**src/rtl/multi_chan_sender_pkg.sv**
```systemverilog
// rtl/multi_chan_sender_pkg.sv - shared types and constants for the multi-channel sender
//
// Contents:
//   state_t    - sender FSM states (IDLE, SEND, GAP, DONE)
//   MODE_*     - gap mode encodings on the 2-bit mode input
//   LFSR_TAPS  - Galois feedback mask for x^16+x^14+x^13+x^11+1 (right-shifting form)
package multi_chan_sender_pkg;

    typedef enum logic [1:0] {
        ST_IDLE = 2'd0,
        ST_SEND = 2'd1,
        ST_GAP  = 2'd2,
        ST_DONE = 2'd3
    } state_t;

    localparam logic [1:0] MODE_FIXED   = 2'd0;
    localparam logic [1:0] MODE_RANDOM  = 2'd1;
    localparam logic [1:0] MODE_B2B     = 2'd2;
    localparam logic [1:0] MODE_B2B_ALT = 2'd3;

    localparam logic [15:0] LFSR_TAPS = 16'hB400;

endpackage

```
**src/rtl/msend_lfsr.sv**
```systemverilog
// rtl/msend_lfsr.sv - free-running 16-bit Galois LFSR supplying one random bit per cycle
//
// Ports:
//   clk   - clock, rising edge
//   rst_n - asynchronous active-low reset, loads SEED
//   rnd   - bit 0 of the current LFSR state
module msend_lfsr
    import multi_chan_sender_pkg::*;
#(
    parameter logic [15:0] SEED = 16'hACE1
) (
    input  logic clk,
    input  logic rst_n,
    output logic rnd
);

    logic [15:0] lfsr_q;

    // Right-shifting Galois form: the bit shifted out folds back through the tap mask.
    always_ff @(posedge clk or negedge rst_n) begin
        if (!rst_n) begin
            lfsr_q <= SEED;
        end else begin
            lfsr_q <= (lfsr_q >> 1) ^ (lfsr_q[0] ? LFSR_TAPS : 16'h0000);
        end
    end

    assign rnd = lfsr_q[0];

endmodule

```
**src/rtl/multi_chan_sender.sv**
```systemverilog
// rtl/multi_chan_sender.sv - round-robin multi-channel sequence generator with configurable idle gaps
//
// Ports:
//   clk, rst_n         - clock (rising edge), asynchronous active-low reset
//   run                - level enable; dropping it stops after the pending transfer
//   mode               - 0 fixed gap, 1 random gap, 2/3 back-to-back
//   gap_from, gap_to   - gap bounds in idle cycles, sampled at each accept
//   limit              - transfers per run, 0 = unlimited
//   ready              - sink handshake
//   valid, data, chan  - current transfer: sequence value of channel chan
//   busy, done         - FSM not idle / FSM in DONE
//   xfer_cnt           - accepts since start, saturating
module multi_chan_sender
    import multi_chan_sender_pkg::*;
#(
    parameter int          WIDTH     = 4,
    parameter int          CHANNELS  = 2,
    parameter int          GAP_W     = 8,
    parameter logic [15:0] LFSR_SEED = 16'hACE1,
    localparam int         CW        = (CHANNELS > 1) ? $clog2(CHANNELS) : 1
) (
    input  logic             clk,
    input  logic             rst_n,
    input  logic             run,
    input  logic [1:0]       mode,
    input  logic [GAP_W-1:0] gap_from,
    input  logic [GAP_W-1:0] gap_to,
    input  logic [15:0]      limit,
    input  logic             ready,
    output logic             valid,
    output logic [WIDTH-1:0] data,
    output logic [CW-1:0]    chan,
    output logic             busy,
    output logic             done,
    output logic [15:0]      xfer_cnt
);

    state_t           state_q, state_d;
    logic [CW-1:0]    chan_q;
    logic [WIDTH-1:0] seq_q [CHANNELS];
    logic [15:0]      xfer_q;
    logic [GAP_W-1:0] gap_cnt_q;
    logic [GAP_W-1:0] from_q, to_q;
    logic [1:0]       mode_q;
    logic             lfsr_bit;
    logic             accept, last_xfer, stop_now, stop_gap;

    msend_lfsr #(.SEED(LFSR_SEED)) u_lfsr (
        .clk   (clk),
        .rst_n (rst_n),
        .rnd   (lfsr_bit)
    );

    // Gap stop rule for gap index k. With gap_to < gap_from the random clause
    // is always true once k >= gap_from, so mode 1 collapses to mode 0.
    function automatic logic gap_stop(input logic [1:0] m, input logic [GAP_W:0] k,
                                      input logic [GAP_W-1:0] lo, input logic [GAP_W-1:0] hi,
                                      input logic rnd);
        logic r;
        r = 1'b1;
        case (m)
            MODE_FIXED:             r = (k == {1'b0, lo});
            MODE_RANDOM:            r = (k >= {1'b0, lo}) && ((k >= {1'b0, hi}) || rnd);
            MODE_B2B, MODE_B2B_ALT: r = 1'b1;
            default:                r = 1'b1;
        endcase
        return r;
    endfunction

    assign accept    = (state_q == ST_SEND) && ready;
    assign last_xfer = (limit != 16'd0) && (({1'b0, xfer_q} + 17'd1) == {1'b0, limit});
    // At the accept itself k = 0; gap_cnt_q counts GAP cycles already finished,
    // so the GAP cycle being evaluated has k = gap_cnt_q + 1.
    assign stop_now  = gap_stop(mode, '0, gap_from, gap_to, lfsr_bit);
    assign stop_gap  = gap_stop(mode_q, {1'b0, gap_cnt_q} + {{GAP_W{1'b0}}, 1'b1},
                                from_q, to_q, lfsr_bit);

    always_ff @(posedge clk or negedge rst_n) begin
        if (!rst_n) begin
            state_q <= ST_IDLE;
        end else begin
            state_q <= state_d;
        end
    end

    always_comb begin
        state_d = state_q;
        case (state_q)
            ST_IDLE: if (run) state_d = ST_SEND;
            ST_SEND: begin
                if (accept) begin
                    if (last_xfer)     state_d = ST_DONE;
                    else if (!run)     state_d = ST_IDLE;
                    else if (stop_now) state_d = ST_SEND;
                    else               state_d = ST_GAP;
                end
            end
            ST_GAP: begin
                if (!run)          state_d = ST_IDLE;
                else if (stop_gap) state_d = ST_SEND;
            end
            ST_DONE: if (!run) state_d = ST_IDLE;
            default: state_d = ST_IDLE;
        endcase
    end

    always_ff @(posedge clk or negedge rst_n) begin
        if (!rst_n) begin
            chan_q    <= '0;
            xfer_q    <= '0;
            gap_cnt_q <= '0;
            from_q    <= '0;
            to_q      <= '0;
            mode_q    <= '0;
            for (int i = 0; i < CHANNELS; i++) seq_q[i] <= '0;
        end else begin
            case (state_q)
                ST_IDLE: begin
                    if (run) begin
                        chan_q <= '0;
                        xfer_q <= '0;
                        for (int i = 0; i < CHANNELS; i++) seq_q[i] <= '0;
                    end
                end
                ST_SEND: begin
                    if (accept) begin
                        for (int i = 0; i < CHANNELS; i++) begin
                            if (chan_q == CW'(i)) seq_q[i] <= seq_q[i] + 1'b1;
                        end
                        chan_q    <= (chan_q == CW'(CHANNELS - 1)) ? '0 : chan_q + 1'b1;
                        if (xfer_q != 16'hFFFF) xfer_q <= xfer_q + 16'd1;
                        gap_cnt_q <= '0;
                        from_q    <= gap_from;
                        to_q      <= gap_to;
                        mode_q    <= mode;
                    end
                end
                ST_GAP:  gap_cnt_q <= gap_cnt_q + 1'b1;
                default: ;
            endcase
        end
    end

    always_comb begin
        data = '0;
        for (int i = 0; i < CHANNELS; i++) begin
            if (chan_q == CW'(i)) data = seq_q[i];
        end
    end

    assign valid    = (state_q == ST_SEND);
    assign busy     = (state_q != ST_IDLE);
    assign done     = (state_q == ST_DONE);
    assign chan     = chan_q;
    assign xfer_cnt = xfer_q;

endmodule

```
**config.mk**
```make
export PLATFORM = sky130hd
export DESIGN_NAME = multi_chan_sender
export DESIGN_NICKNAME = d
export VERILOG_FILES = /design/src/rtl/multi_chan_sender_pkg.sv /design/src/rtl/msend_lfsr.sv /design/src/rtl/multi_chan_sender.sv
export SDC_FILE = /design/constraint.sdc
export NUM_CORES = 1
export LEC_CHECK = 0
export BUFFER_PORTS_ARGS = -buffer_cell sky130_fd_sc_hd__buf_2
export CAP_MARGIN = 40
export CORE_AREA = 2 2 87 89
export DETAILED_ROUTE_END_ITERATION = 7
export DIE_AREA = 0 0 89 91
export HOLD_SLACK_MARGIN = 0.05
export PLACE_DENSITY = 0.78
export SLEW_MARGIN = 20
export SYNTH_ARGS = -nofsm -noshare
export SYNTH_HDL_FRONTEND = slang
export SYNTH_SLANG_ARGS = --single-unit
```
**constraint.sdc**
```tcl
create_clock -name clk -period 3.4 [get_ports clk]
set_input_delay 0.68 -clock clk [delete_from_list [all_inputs] [get_ports clk]]
set_output_delay 0.68 -clock clk [all_outputs]
set_load 0.005 [all_outputs]
```
==> summary.txt <==
Status
  • Status: completed

Floorplan
  • Core footprint: 7140 sq um
  • Initial Utilization: 55.2%
  • Row count: 31
  • Die H: 91 um
  • Die area: 8100 sq um
  • I/O Pins: 62
  • Die width: 89 um

Cells and area
  • Inserted Diodes: 0
  • Util after Layout: 63.3%
  • Final Instance Area: 4520 sq um
  • Nets: 556
  • Area Overhead vs Synth: 14.8%
  • Share of post-route cells with drive strength above 1: 21.5%
  • Fin cells: 602

Worst setup path
  • CP max stage delay: 0.46 ns
  • Setup crit start: gap_cnt_q[0]
  • R2r setup slk: 0.65 ns
  • Worst setup SP type: register
  • Slowest CP cell: dfrtp_1
  • CP Max Fanout: 7
  • Reg-to-reg endpoint: state_q[0]
  • Most used cell, CP: ha_1
  • Worst path required time: 3.63 ns
  • CP arrival: 2.98 ns
  • Worst path depth: 10
  • CP top delay family: compound AO/OA/AOI/OAI gates
  • Crit. End Element: register
  • CP Buf/Inv Count: 0
  • Cells along the critical path: ha_1 -> nand3_1 -> xnor2_1 -> ha_1 -> a21o_1 -> a21oi_1 -> a2bb2oi_1 -> a22oi_1 -> o311ai_0 -> o31ai_2
  • Setup CP Type: register to register
  • Worst r2r src: gap_cnt_q[0]
  • Cells on worst reg2reg path: 10
  • Crit path to: state_q[0]

Drt
  • Via Count: 3338
  • Total iterations of the first detailed-routing run: 4
  • Wire per inst: 15.0 um
  • First DRT Iteration DRCs: 230
  • Routed WL: 9.04 mm
  • DRC: 0
  • Routed vias/inst: 5.54
  • Routed Antenna Nets: 0

Place
  • DP Worst Slack: 0.644 ns
  • Port Buffers: 61
  • Gpl congestion: 0.876
  • Post-place instance area: 4320 sq um
  • # placed instances: 586
  • DPL Wire Length: 6.63 mm

CTS
  • Post-CTS sizing: 0
  • Clock tree from TritonCTS: yes
  • H-tree levels: 3
  • Clock latency on the worst-skew pair: 0.36 ns
  • Clk buf depth: 2
  • CTS buffer count: 9
  • Cts hold-fix bufs: 0
  • Postcts setup bufs: 0
  • Root Driver: clkbuf_8
  • Clock transition at the registers of the reported paths: 0.08 ns
  • CTS sink cnt: 69

Min path
  • Worst hold path type: input port to async pin

Yosys
  • Post-synth EDFFs: 0
  • FF+latch count, synth: 69
  • Top-count cell post-synth: nand2_1
  • Synth Cell Area: 3940 sq um
  • Synth area leader: dfrtp_1
  • Synth unique cells: 54
  • Mapped Nets: 498
  • Synth top area share: 38.8%
  • Synth area leaders: dfrtp_1 (39%), nand2_1 (7.1%), o21ai_0 (6.9%), ha_1 (6.4%), dfstp_2 (5.3%)
  • Synthesis Warnings: 0
  • Seq/Total Area, Yosys: 44.1%
  • Asr flop ratio synth: 100%
  • Top FF cell, synth: dfrtp_1
  • Syn Inst Count: 440
  • Leading cell types by count after synthesis: nand2_1 (75), dfrtp_1 (61), o21ai_0 (54)
  • Syn Area/Cell: 8.95 sq um

Power
  • Peak supply drop: 0.199 mV
  • PwrDens: 514 nW/um^2
  • Total power: 2.32 mW
  • Lkg Pwr: 2.11 nW

GRT
  • First-pass GRT wire length: 15.3 mm
  • Gr usage total: 24.4%
  • Number of global-route vias before repair: 3195
  • Pin count of the biggest net entering global routing: 44
  • Gr ovfl total: 0
  • Initial antenna violation count: 0

STA
  • Fmax: 0.364 GHz
  • Setup WS post-layout: 0.652 ns
  • Slew headroom: 55.6%
  • Minimum clock period after layout: 2.75 ns
  • Setup TNS: 0 ns
  • RSZ-0062 raised after global routing: false
  • Hold_ws: 0.310 ns
  • Slew Limit Fails: 0
  • Worst Skew: 0.00615 ns
  • Worst Tran Pin Value: 0.665 ns
  • Endpoints failing setup: 0
  • Final-report hold violation count: 0
  • Tcrit/Tclk final: 80.8%

Flow run
  • # Max-Cap Violations: 0
cell type report:
class                   count  area (sq um)
clock buffers               9           124
clock inverters             7          81.3
fillers                   638          2620
inverters                  22          82.6
multi-input cells         330          2030
flip-flops and latches     69          1740
well taps                  99           124
repair buffers             66           343
cells by family after synthesis:
group	Yosys count	share of synthesized area [%]
and+or+nand+nor	175	21.9
AOI/OAI and AO/OA	100	15.2
DFF	69	44.1
buffers and inverters	41	4.48
xor gates and xnor gates	31	6.90
adders and majority gates	20	6.36
muxes	4	1.14
per-layer routing:
layer,part of all wire (%),global-route usage (%),up-vias
met3,6.3,5.36,28
met2,46,36.7,104
met4,3.3,10.8,0
met5,0,0,-
li1,-,-,1659
met1,44,33.6,1547
worst min-delay path by stage:
| stage | to | start | slack, ns |
|---|---|---|---|
| after floorplan | u_lfsr.lfsr_q[1] | u_lfsr.lfsr_q[2] | 0.33 |
| after global placement | u_lfsr.lfsr_q[2] | u_lfsr.lfsr_q[3] | 0.33 |
| after detailed placement | u_lfsr.lfsr_q[8] | u_lfsr.lfsr_q[9] | 0.34 |
| after CTS | to_q[5] | rst_n | 0.32 |
| after global routing | from_q[3] | rst_n | 0.33 |
| final | from_q[3] | rst_n | 0.31 |
power by group:
group / internal [mW] / total [mW] / switching, mW
registers: 0.938 / 1.05 / 0.110
clock network: 0.347 / 0.696 / 0.349
logic: 0.243 / 0.581 / 0.338
registers in the layout (all words and copies together) (netlist names):
signal	count
chan	1
from_q	8
gap_cnt_q	8
mode_q	2
seq_q	8
state_q	2
to_q	8
u_lfsr.lfsr_q	16
xfer_cnt	16
cell usage in the layout, fill, tap and decap left out, types with 3 or more instances in the layout:
cell type | Yosys | final
nor2_1 | 25 | 25
nor3_1 | 6 | 5
inv_1 | 22 | 22
mux2_2 | 4 | 4
dfstp_2 | 8 | 8
and3_1 | 6 | 6
nand2b_1 | 3 | 3
nor2b_1 | 4 | 4
nand2_1 | 75 | 75
nand3_1 | 18 | 18
a21oi_1 | 12 | 12
xnor2_1 | 18 | 18
nor4_1 | 11 | 11
nand4_1 | 9 | 9
o21ai_0 | 54 | 54
a31oi_1 | 3 | 3
ha_1 | 20 | 20
xor2_1 | 13 | 13
a211oi_1 | 4 | 4
clkinv_4 | 0 | 3
buf_2 | 3 | 61
and2_1 | 3 | 3
buf_4 | 3 | 5
o31ai_1 | 4 | 4
or3_1 | 3 | 3
dfrtp_1 | 61 | 61
clkbuf_8 | 0 | 9
No activity file was read; power rests on OpenSTA's default activity.
